## src/rtl/kamacore_pkg.sv

```systemverilog
`default_nettype none
// +----------------------------------------------------------------------------+
// | kamacore_pkg : shared widths, opcodes and sequencer state encoding         |
// | Revision    : 1.0                                                          |
// +----------------------------------------------------------------------------+
package kamacore_pkg;

  localparam int CPU_WIDTH  = 32;
  localparam int ADDR_WIDTH = 32;

  localparam logic [6:0] OPCODE_SB_TYPE = 7'b1100011;

  localparam logic [2:0] F3_BEQ  = 3'b000;
  localparam logic [2:0] F3_BNE  = 3'b001;
  localparam logic [2:0] F3_BLT  = 3'b100;
  localparam logic [2:0] F3_BGE  = 3'b101;
  localparam logic [2:0] F3_BLTU = 3'b110;
  localparam logic [2:0] F3_BGEU = 3'b111;

  localparam logic [1:0] ST_FETCH   = 2'd0;
  localparam logic [1:0] ST_DECODE  = 2'd1;
  localparam logic [1:0] ST_RESOLVE = 2'd2;
  localparam logic [1:0] ST_ISSUE   = 2'd3;

  typedef enum logic [1:0] {
    FETCH   = ST_FETCH,
    DECODE  = ST_DECODE,
    RESOLVE = ST_RESOLVE,
    ISSUE   = ST_ISSUE
  } state_e;

endpackage
`default_nettype wire

```

## src/rtl/kamacore_branching_unit.sv

```systemverilog
`default_nettype none
// +----------------------------------------------------------------------------+
// | kamacore_branching_unit : SB-type branch condition and offset decode       |
// | Revision               : 1.0                                               |
// +----------------------------------------------------------------------------+
module kamacore_branching_unit
  import kamacore_pkg::*;
(
  input  logic [CPU_WIDTH-1:0]  instr,
  input  logic [CPU_WIDTH-1:0]  rs1_data,
  input  logic [CPU_WIDTH-1:0]  rs2_data,
  output logic                  taken,
  output logic [ADDR_WIDTH-1:0] offset
);

  logic [2:0]  funct3;
  logic [12:0] imm;
  logic        unused_fields;

  assign funct3 = instr[14:12];
  assign imm    = {instr[31], instr[7], instr[30:25], instr[11:8], 1'b0};
  assign offset = {{(ADDR_WIDTH-13){imm[12]}}, imm};

  // Register indices and opcode are consumed by the sequencer, not here.
  assign unused_fields = ^{instr[24:15], instr[6:0]};

  always_comb begin
    taken = 1'b0;
    case (funct3)
      F3_BEQ:  taken = (rs1_data == rs2_data);
      F3_BNE:  taken = (rs1_data != rs2_data);
      F3_BLT:  taken = ($signed(rs1_data) <  $signed(rs2_data));
      F3_BGE:  taken = ($signed(rs1_data) >= $signed(rs2_data));
      F3_BLTU: taken = (rs1_data <  rs2_data);
      F3_BGEU: taken = (rs1_data >= rs2_data);
      default: taken = 1'b0;
    endcase
  end

endmodule
`default_nettype wire

```

## src/rtl/kamacore_branch_sequencer.sv

```systemverilog
`default_nettype none
// +----------------------------------------------------------------------------+
// | kamacore_branch_sequencer : fetch/decode/resolve/issue control with flush  |
// | Revision                 : 1.0                                             |
// +----------------------------------------------------------------------------+
module kamacore_branch_sequencer
  import kamacore_pkg::*;
#(
  parameter logic [ADDR_WIDTH-1:0] RESET_PC = '0
) (
  input  logic                  clk,
  input  logic                  rst_n,
  output logic                  fetch_req,
  output logic [ADDR_WIDTH-1:0] fetch_addr,
  input  logic                  fetch_ack,
  input  logic [CPU_WIDTH-1:0]  fetch_data,
  output logic [4:0]            rf_rs1_addr,
  output logic [4:0]            rf_rs2_addr,
  input  logic [CPU_WIDTH-1:0]  rf_rs1_data,
  input  logic [CPU_WIDTH-1:0]  rf_rs2_data,
  output logic                  issue_valid,
  output logic [CPU_WIDTH-1:0]  issue_instr,
  output logic [ADDR_WIDTH-1:0] issue_pc,
  input  logic                  issue_ready,
  output logic                  flush,
  input  logic                  halt
);

  state_e                state;
  logic [ADDR_WIDTH-1:0] pc;
  logic [CPU_WIDTH-1:0]  ir;
  logic                  started;
  logic                  br_taken;
  logic [ADDR_WIDTH-1:0] br_offset;
  logic [ADDR_WIDTH-1:0] pc_seq;

  kamacore_branching_unit u_branching_unit (
    .instr    (ir),
    .rs1_data (rf_rs1_data),
    .rs2_data (rf_rs2_data),
    .taken    (br_taken),
    .offset   (br_offset)
  );

  assign pc_seq = pc + ADDR_WIDTH'(4);

  // started keeps fetch_req low through reset and the release cycle.
  assign fetch_req   = started && (state == FETCH) && !halt;
  assign fetch_addr  = pc;
  assign rf_rs1_addr = (state == DECODE) ? ir[19:15] : 5'd0;
  assign rf_rs2_addr = (state == DECODE) ? ir[24:20] : 5'd0;
  assign issue_valid = (state == ISSUE);
  assign issue_instr = (state == ISSUE) ? ir : '0;
  assign issue_pc    = (state == ISSUE) ? pc : '0;
  assign flush       = (state == RESOLVE) && br_taken;

  always_ff @(posedge clk or negedge rst_n) begin
    if (!rst_n) begin
      state   <= FETCH;
      pc      <= RESET_PC;
      ir      <= '0;
      started <= 1'b0;
    end else begin
      started <= 1'b1;
      case (state)
        FETCH: begin
          if (fetch_req && fetch_ack) begin
            ir    <= fetch_data;
            state <= DECODE;
          end
        end
        DECODE: begin
          state <= (ir[6:0] == OPCODE_SB_TYPE) ? RESOLVE : ISSUE;
        end
        RESOLVE: begin
          pc    <= br_taken ? (pc + br_offset) : pc_seq;
          state <= FETCH;
        end
        ISSUE: begin
          if (issue_ready) begin
            pc    <= pc_seq;
            state <= FETCH;
          end
        end
        default: state <= FETCH;
      endcase
    end
  end

endmodule
`default_nettype wire

```

## config.mk

```make
export PLATFORM = sky130hd
export DESIGN_NAME = kamacore_branch_sequencer
export DESIGN_NICKNAME = d
export VERILOG_FILES = /design/src/rtl/kamacore_pkg.sv /design/src/rtl/kamacore_branching_unit.sv /design/src/rtl/kamacore_branch_sequencer.sv
export SDC_FILE = /design/constraint.sdc
export NUM_CORES = 1
export LEC_CHECK = 0
export CAP_MARGIN = 0
export CORE_MARGIN = 10
export CORE_UTILIZATION = 51
export DETAILED_ROUTE_END_ITERATION = 10
export GPL_TIMING_DRIVEN = 0
export PLACE_DENSITY = 0.95
export SYNTH_ARGS = -nofsm -noshare
export SYNTH_HDL_FRONTEND = slang
export SYNTH_SLANG_ARGS = --single-unit
```

## constraint.sdc

```tcl
create_clock -name clk -period 5.1 [get_ports clk]
set_input_delay 0.765 -clock clk [delete_from_list [all_inputs] [get_ports clk]]
set_output_delay 0.765 -clock clk [all_outputs]
set_load 0.01 [all_outputs]
```

## Word level (Yosys, flattened, before mapping)

Index checks and enable logic that the tools add are counted.

| word-level totals | value |
|---|---|
| input port bits | 101 |
| logic and storage cells | 46 |
| flip-flop bits (word level) | 67 |
| output and inout port bits | 109 |

| cells by class | value |
|---|---|
| add/sub/neg operators | 2 |
| reduce and logical (&&, ||, !) cells | 11 |
| equality and inequality tests | 13 |
| mux-type cells | 12 |
| magnitude comparators | 4 |

Operator list:

| kind | count |
|---|---|
| $mux 32 | 4 |
| $ge 32x32->1 | 2 |
| $lt 32x32->1 | 2 |
| $pmux 32 s2 | 1 |
| $add 32x3->32 const B | 1 |
| $add 32x32->32 | 1 |
| $eq 32x32->1 | 1 |
| $ne 32x32->1 | 1 |
| $eq 3x3->1 const B | 4 |
| $mux 5 | 2 |
| $pmux 2 s4 | 1 |
| $eq 7x7->1 const B | 1 |
| $pmux 1 s6 | 1 |
| $reduce_and 2->1 | 3 |
| $eq 2x2->1 const B | 2 |
| $logic_and 1x1->1 | 4 |
| $mux 2 | 2 |
| $ne 2x1->1 const B | 2 |
| $eq 3x1->1 const B | 1 |
| $logic_not 3->1 | 1 |
| $eq 2x1->1 const B | 1 |
| $logic_not 2->1 | 1 |
| $reduce_bool 2->1 | 1 |
| $logic_not 1->1 | 1 |
| $mux 1 | 1 |

## Longest topological paths before layout

| logic depth | value |
|---|---|
| depth in word-level cells | 6 |
| depth in mapped cells | 13 |
| depth with buffers taken out | 12 |

## Hierarchy

A second synthesis with hierarchy kept.

| second synthesis, totals | value |
|---|---|
| cells, all modules | 799 |
| area, all modules | 6486.2 um2 |

Modules (own cells, without submodules):

| module | seq. area each (um2) | area an instance (um2) | cells each | times used |
|---|---|---|---|---|
| kamacore_branch_sequencer | 1676.6 | 5318.9 | 638 | 1 |
| kamacore_branching_unit | 0.0 | 1167.4 | 161 | 1 |

## Least setup slack after synthesis

No wires, ideal clock.

| timing | value |
|---|---|
| path type | in2out |
| start point | in rf_rs2_data[11] |
| end point | out flush |
| slack | 1307 ps |
| stages | 11 |
| data arrival time | 3028 ps |
| data required time | 4335 ps |
| buffers on the path | 1 |
| cells stage by stage | inv_1 -> ha_1 -> a21oi_1 -> o21ai_1 -> a221o_1 -> o31a_1 -> or4_4 -> a21boi_1 -> o311ai_2 -> buf_6 -> inv_1 |

| on the way | value |
|---|---|
| word-level cells in the longest chain between the ends | 3 |
| elaborated cells between the ends (all ways) | 8 |
| classes of those cells | order compare: 4; eq/ne: 2; mux: 1; reduce/logical: 1 |

RTL lines:

| item | RTL line | source |
|---|---|---|
| start, declared | kamacore_branch_sequencer.sv:20 | `input logic [CPU_WIDTH-1:0] rf_rs2_data,` |
| $ge 32x32->1, or another cell as far along | kamacore_branching_unit.sv:35 | `F3_BGEU: taken = (rs1_data >= rs2_data);` |
| $pmux 1 s6 * | kamacore_branching_unit.sv:29 | `case (funct3)` |
| $logic_and 1x1->1 * | kamacore_branch_sequencer.sv:55 | `assign flush = (state == RESOLVE) && br_taken;` |
| end, declared | kamacore_branch_sequencer.sv:25 | `output logic flush,` |

Every way passes the cells marked *; elsewhere a longest branch is shown, timed or not.

## Worst setup path after layout

Ends and elaborated chain as after synthesis.

==> flow_summary.json <==
{
  "status": "complete, no violations",
  "clock_skew_ps": 12.3,
  "multi_input_area_sq_mm": 0.00431,
  "drt_iter0_drc": 922,
  "avgViaCountPerCell": 6.18,
  "min_period_ps": 4830,
  "synth_compound_area_share_pct": 19.6,
  "power_density_mw_per_mm2": 680,
  "use_met2_pct": 45.5,
  "placementRows": 40,
  "ys_types": 73,
  "clk_latency_ps": 350,
  "ff_latch_area_sq_mm": 0.00165,
  "max_slew_margin_pct": 29.7,
  "cts_buffers": 9,
  "cts_root_buf": "clkbuf_16",
  "worstSetupStartpointType": "input pin",
  "fp.coreArea_sq_mm": 0.0120,
  "via_count": 6909,
  "clock-sinks": 66,
  "wl_per_cell_microns": 21.0,
  "use_met3_pct": 9.91,
  "grt_first_pass_wirelength_mm": 36.2,
  "r2r_cells": 10,
  "synth_fa_ha_area_share_pct": 12.9,
  "synth-simple-area-share_pct": 23.1,
  "r2r_start": "ir[31]",
  "drive_gt1_share_pct": 8.55,
  "hold_violations": 0,
  "crit_start": "rf_rs2_data[11]",
  "syn_inst": 742,
  "grt_start_max_net_pins": 67,
  "grt_use_met1_pct": 29.6,
  "io_buffer_count": 207,
  "top_usage_layer": "met2",
  "first_pass_iters": 5,
  "synth.avg_cell_area_sq_um": 8.44,
  "setup_viol": 0,
  "gp_congestion": 0.972,
  "area_growth_pct": 41.8,
  "synth_common_cells": "68 x and3_1, 66 x a21oi_1, 66 x dfrtp_1, 63 x ha_1, 52 x nand2_1",
  "cp_max_fo": 7,
  "synth_warnings": 0,
  "routed_wl_mm": 23.5,
  "synth_area_sq_mm": 0.00626,
  "cp-end-kind": "primary output",
  "synth_edf_count": 0,
  "synth_ff_type": "dfrtp_1",
  "grt_pass1_vias": 6949,
  "hold_path.class": "input pin to async pin",
  "clockBufferDepth": 2,
  "vdd_ir_drop_max_v": 0.000379,
  "hpwl_mm": 17.3,
  "fillers": 819,
  "insertedDiodeCount": 0,
  "critPathArrivalTime_ps": 4070,
  "r2r_setup_slack_ps": 1400,
  "r2r_end": "fetch_addr[29]",
  "die_x_microns": 131,
  "initial_core_util_pct": 52.1,
  "seq_area_frac_synth_pct": 26.4,
  "cp.required_ps": 4340,
  "fmax_mhz": 207,
  "synth_most_common_cell": "and3_1",
  "rsz0062_at_grt": "false",
  "synth_top_family_by_area": "simple AND/OR/NAND/NOR gates",
  "ioPinCount": 210,
  "fin_cells": 1118,
  "path_class": "input pin to primary output",
  "nets": 1131,
  "slew_viol_final": 0,
  "finalSetupTns_ps": 0,
  "max_cap_violations": 0,
  "dieArea_sq_mm": 0.0171,
  "h-tree-depth": 3,
  "ant_nets": 0,
  "yosysTopAreaCell": "dfrtp_1",
  "synthXorXnorAreaFrac_pct": 3.22,
  "route.detailed.drc": 0,
  "netlist.area_leader.share_pct": 26.4,
  "synthMuxAreaShare_pct": 9.15,
  "synth-seq-cells": 66,
  "ys_top_cells_by_area": "dfrtp_1 26%, ha_1 13%, and3_1 6.8%",
  "grt_overflow": 0,
  "antenna_found_initial": 0,
  "cts_tree": "done",
  "clkSlewWorstSetupHoldPaths_ps": 60,
  "grtUsageTotal_pct": 26.8,
  "die_h_microns": 131,
  "tightest_slew_ps": 1050,
  "period_share_pct": 94.8,
  "p_leak_nw": 4.00,
  "async_reset_ff_share_pct": 100,
  "placedCellCount": 1097
}
## timing repair
action,CTS,global route
resized for setup,2,3
cloned,0,0
hold buffers,0,0
endpoints found under the setup margin,1,1
setup buffers,0,5
pin swaps,0,3
## sequential cells by signal (all words and copies together) (netlist names)
name and cells:
ir 32, started 1, fetch_addr 31, state 2
## cell usage in the layout (no fill, tap or decap), drive strengths merged, types with 15 or more instances in the layout
cell type	n
clkdlybuf4s50	206
and3	68
a21oi	68
dfrtp	66
ha	63
nand2	52
inv	49
nor2	37
o21ai	35
mux2	34
clkbuf	31
nand3	22
mux2i	19
and2	19
buf	18
xnor2	15
## where the power goes
group          internal (W)  total (W)  switching [W]
Combinational       0.00197    0.00424        0.00227
Clock              0.000377   0.000626       0.000249
Sequential         0.000779    0.00117       0.000393
Total               0.00313    0.00604        0.00291
## stage by stage
step / util [%] / total power (W) / hold slack, ps / setup WS [ps] / area [sq um]
after floorplan: - / 0.00371 / 469 / 1310 / 6260
after global placement: 70.9 / 0.00509 / 496 / 26.5 / 8520
after detailed placement: 70.9 / 0.00522 / 512 / 9.44 / 8520
after CTS: 73.4 / 0.00593 / 532 / 24.2 / 8820
after global routing: 73.9 / 0.00643 / 546 / 81.2 / 8880
final: 73.9 / 0.00604 / 531 / 266 / 8880
## worst max-delay path, stage by stage
cell and delay, ps:
clkdlybuf4s50_1 450, inv_1 40, ha_1 300, a21oi_1 140, o21ai_1 90, a221o_1 390, o31a_1 270, or4_4 540
a21boi_2 200, o311ai_4 120, buf_6 190, inv_1 50, clkdlybuf4s50_1 530
## how the worst max path moves through the flow
stage               endpoint  slack, ps
floorplan              flush       1310
global placement       flush         30
detailed placement     flush          9
CTS                    flush         20
global route           flush         80
finish                 flush        270
## cells by family after synthesis
logic type,count (synthesis)
xor+xnor,23
flops,66
simple gates,266
buf+inv,81
other cells,2
compound gates,187
mux,53
fa+ha+maj,64
## layer usage
metal  share of wire, %  routed length, microns
met3                 12                    2730
met1                 36                    8560
met5                  0                       0
met2                 49                   11400
met4                3.2                     752
## layout make-up
cell class / instances / area share, %
Multi-Input combinational cell: 596 / 48.5
Timing Repair Buffer: 212 / 23.7
Sequential cell: 66 / 18.6
Clock buffer: 11 / 2.62
Inverter: 49 / 2.07
Tap cell: 147 / 2.07
Buffer: 32 / 1.78
Clock inverter: 5 / 0.620
No activity file was read; power rests on OpenSTA's default activity.
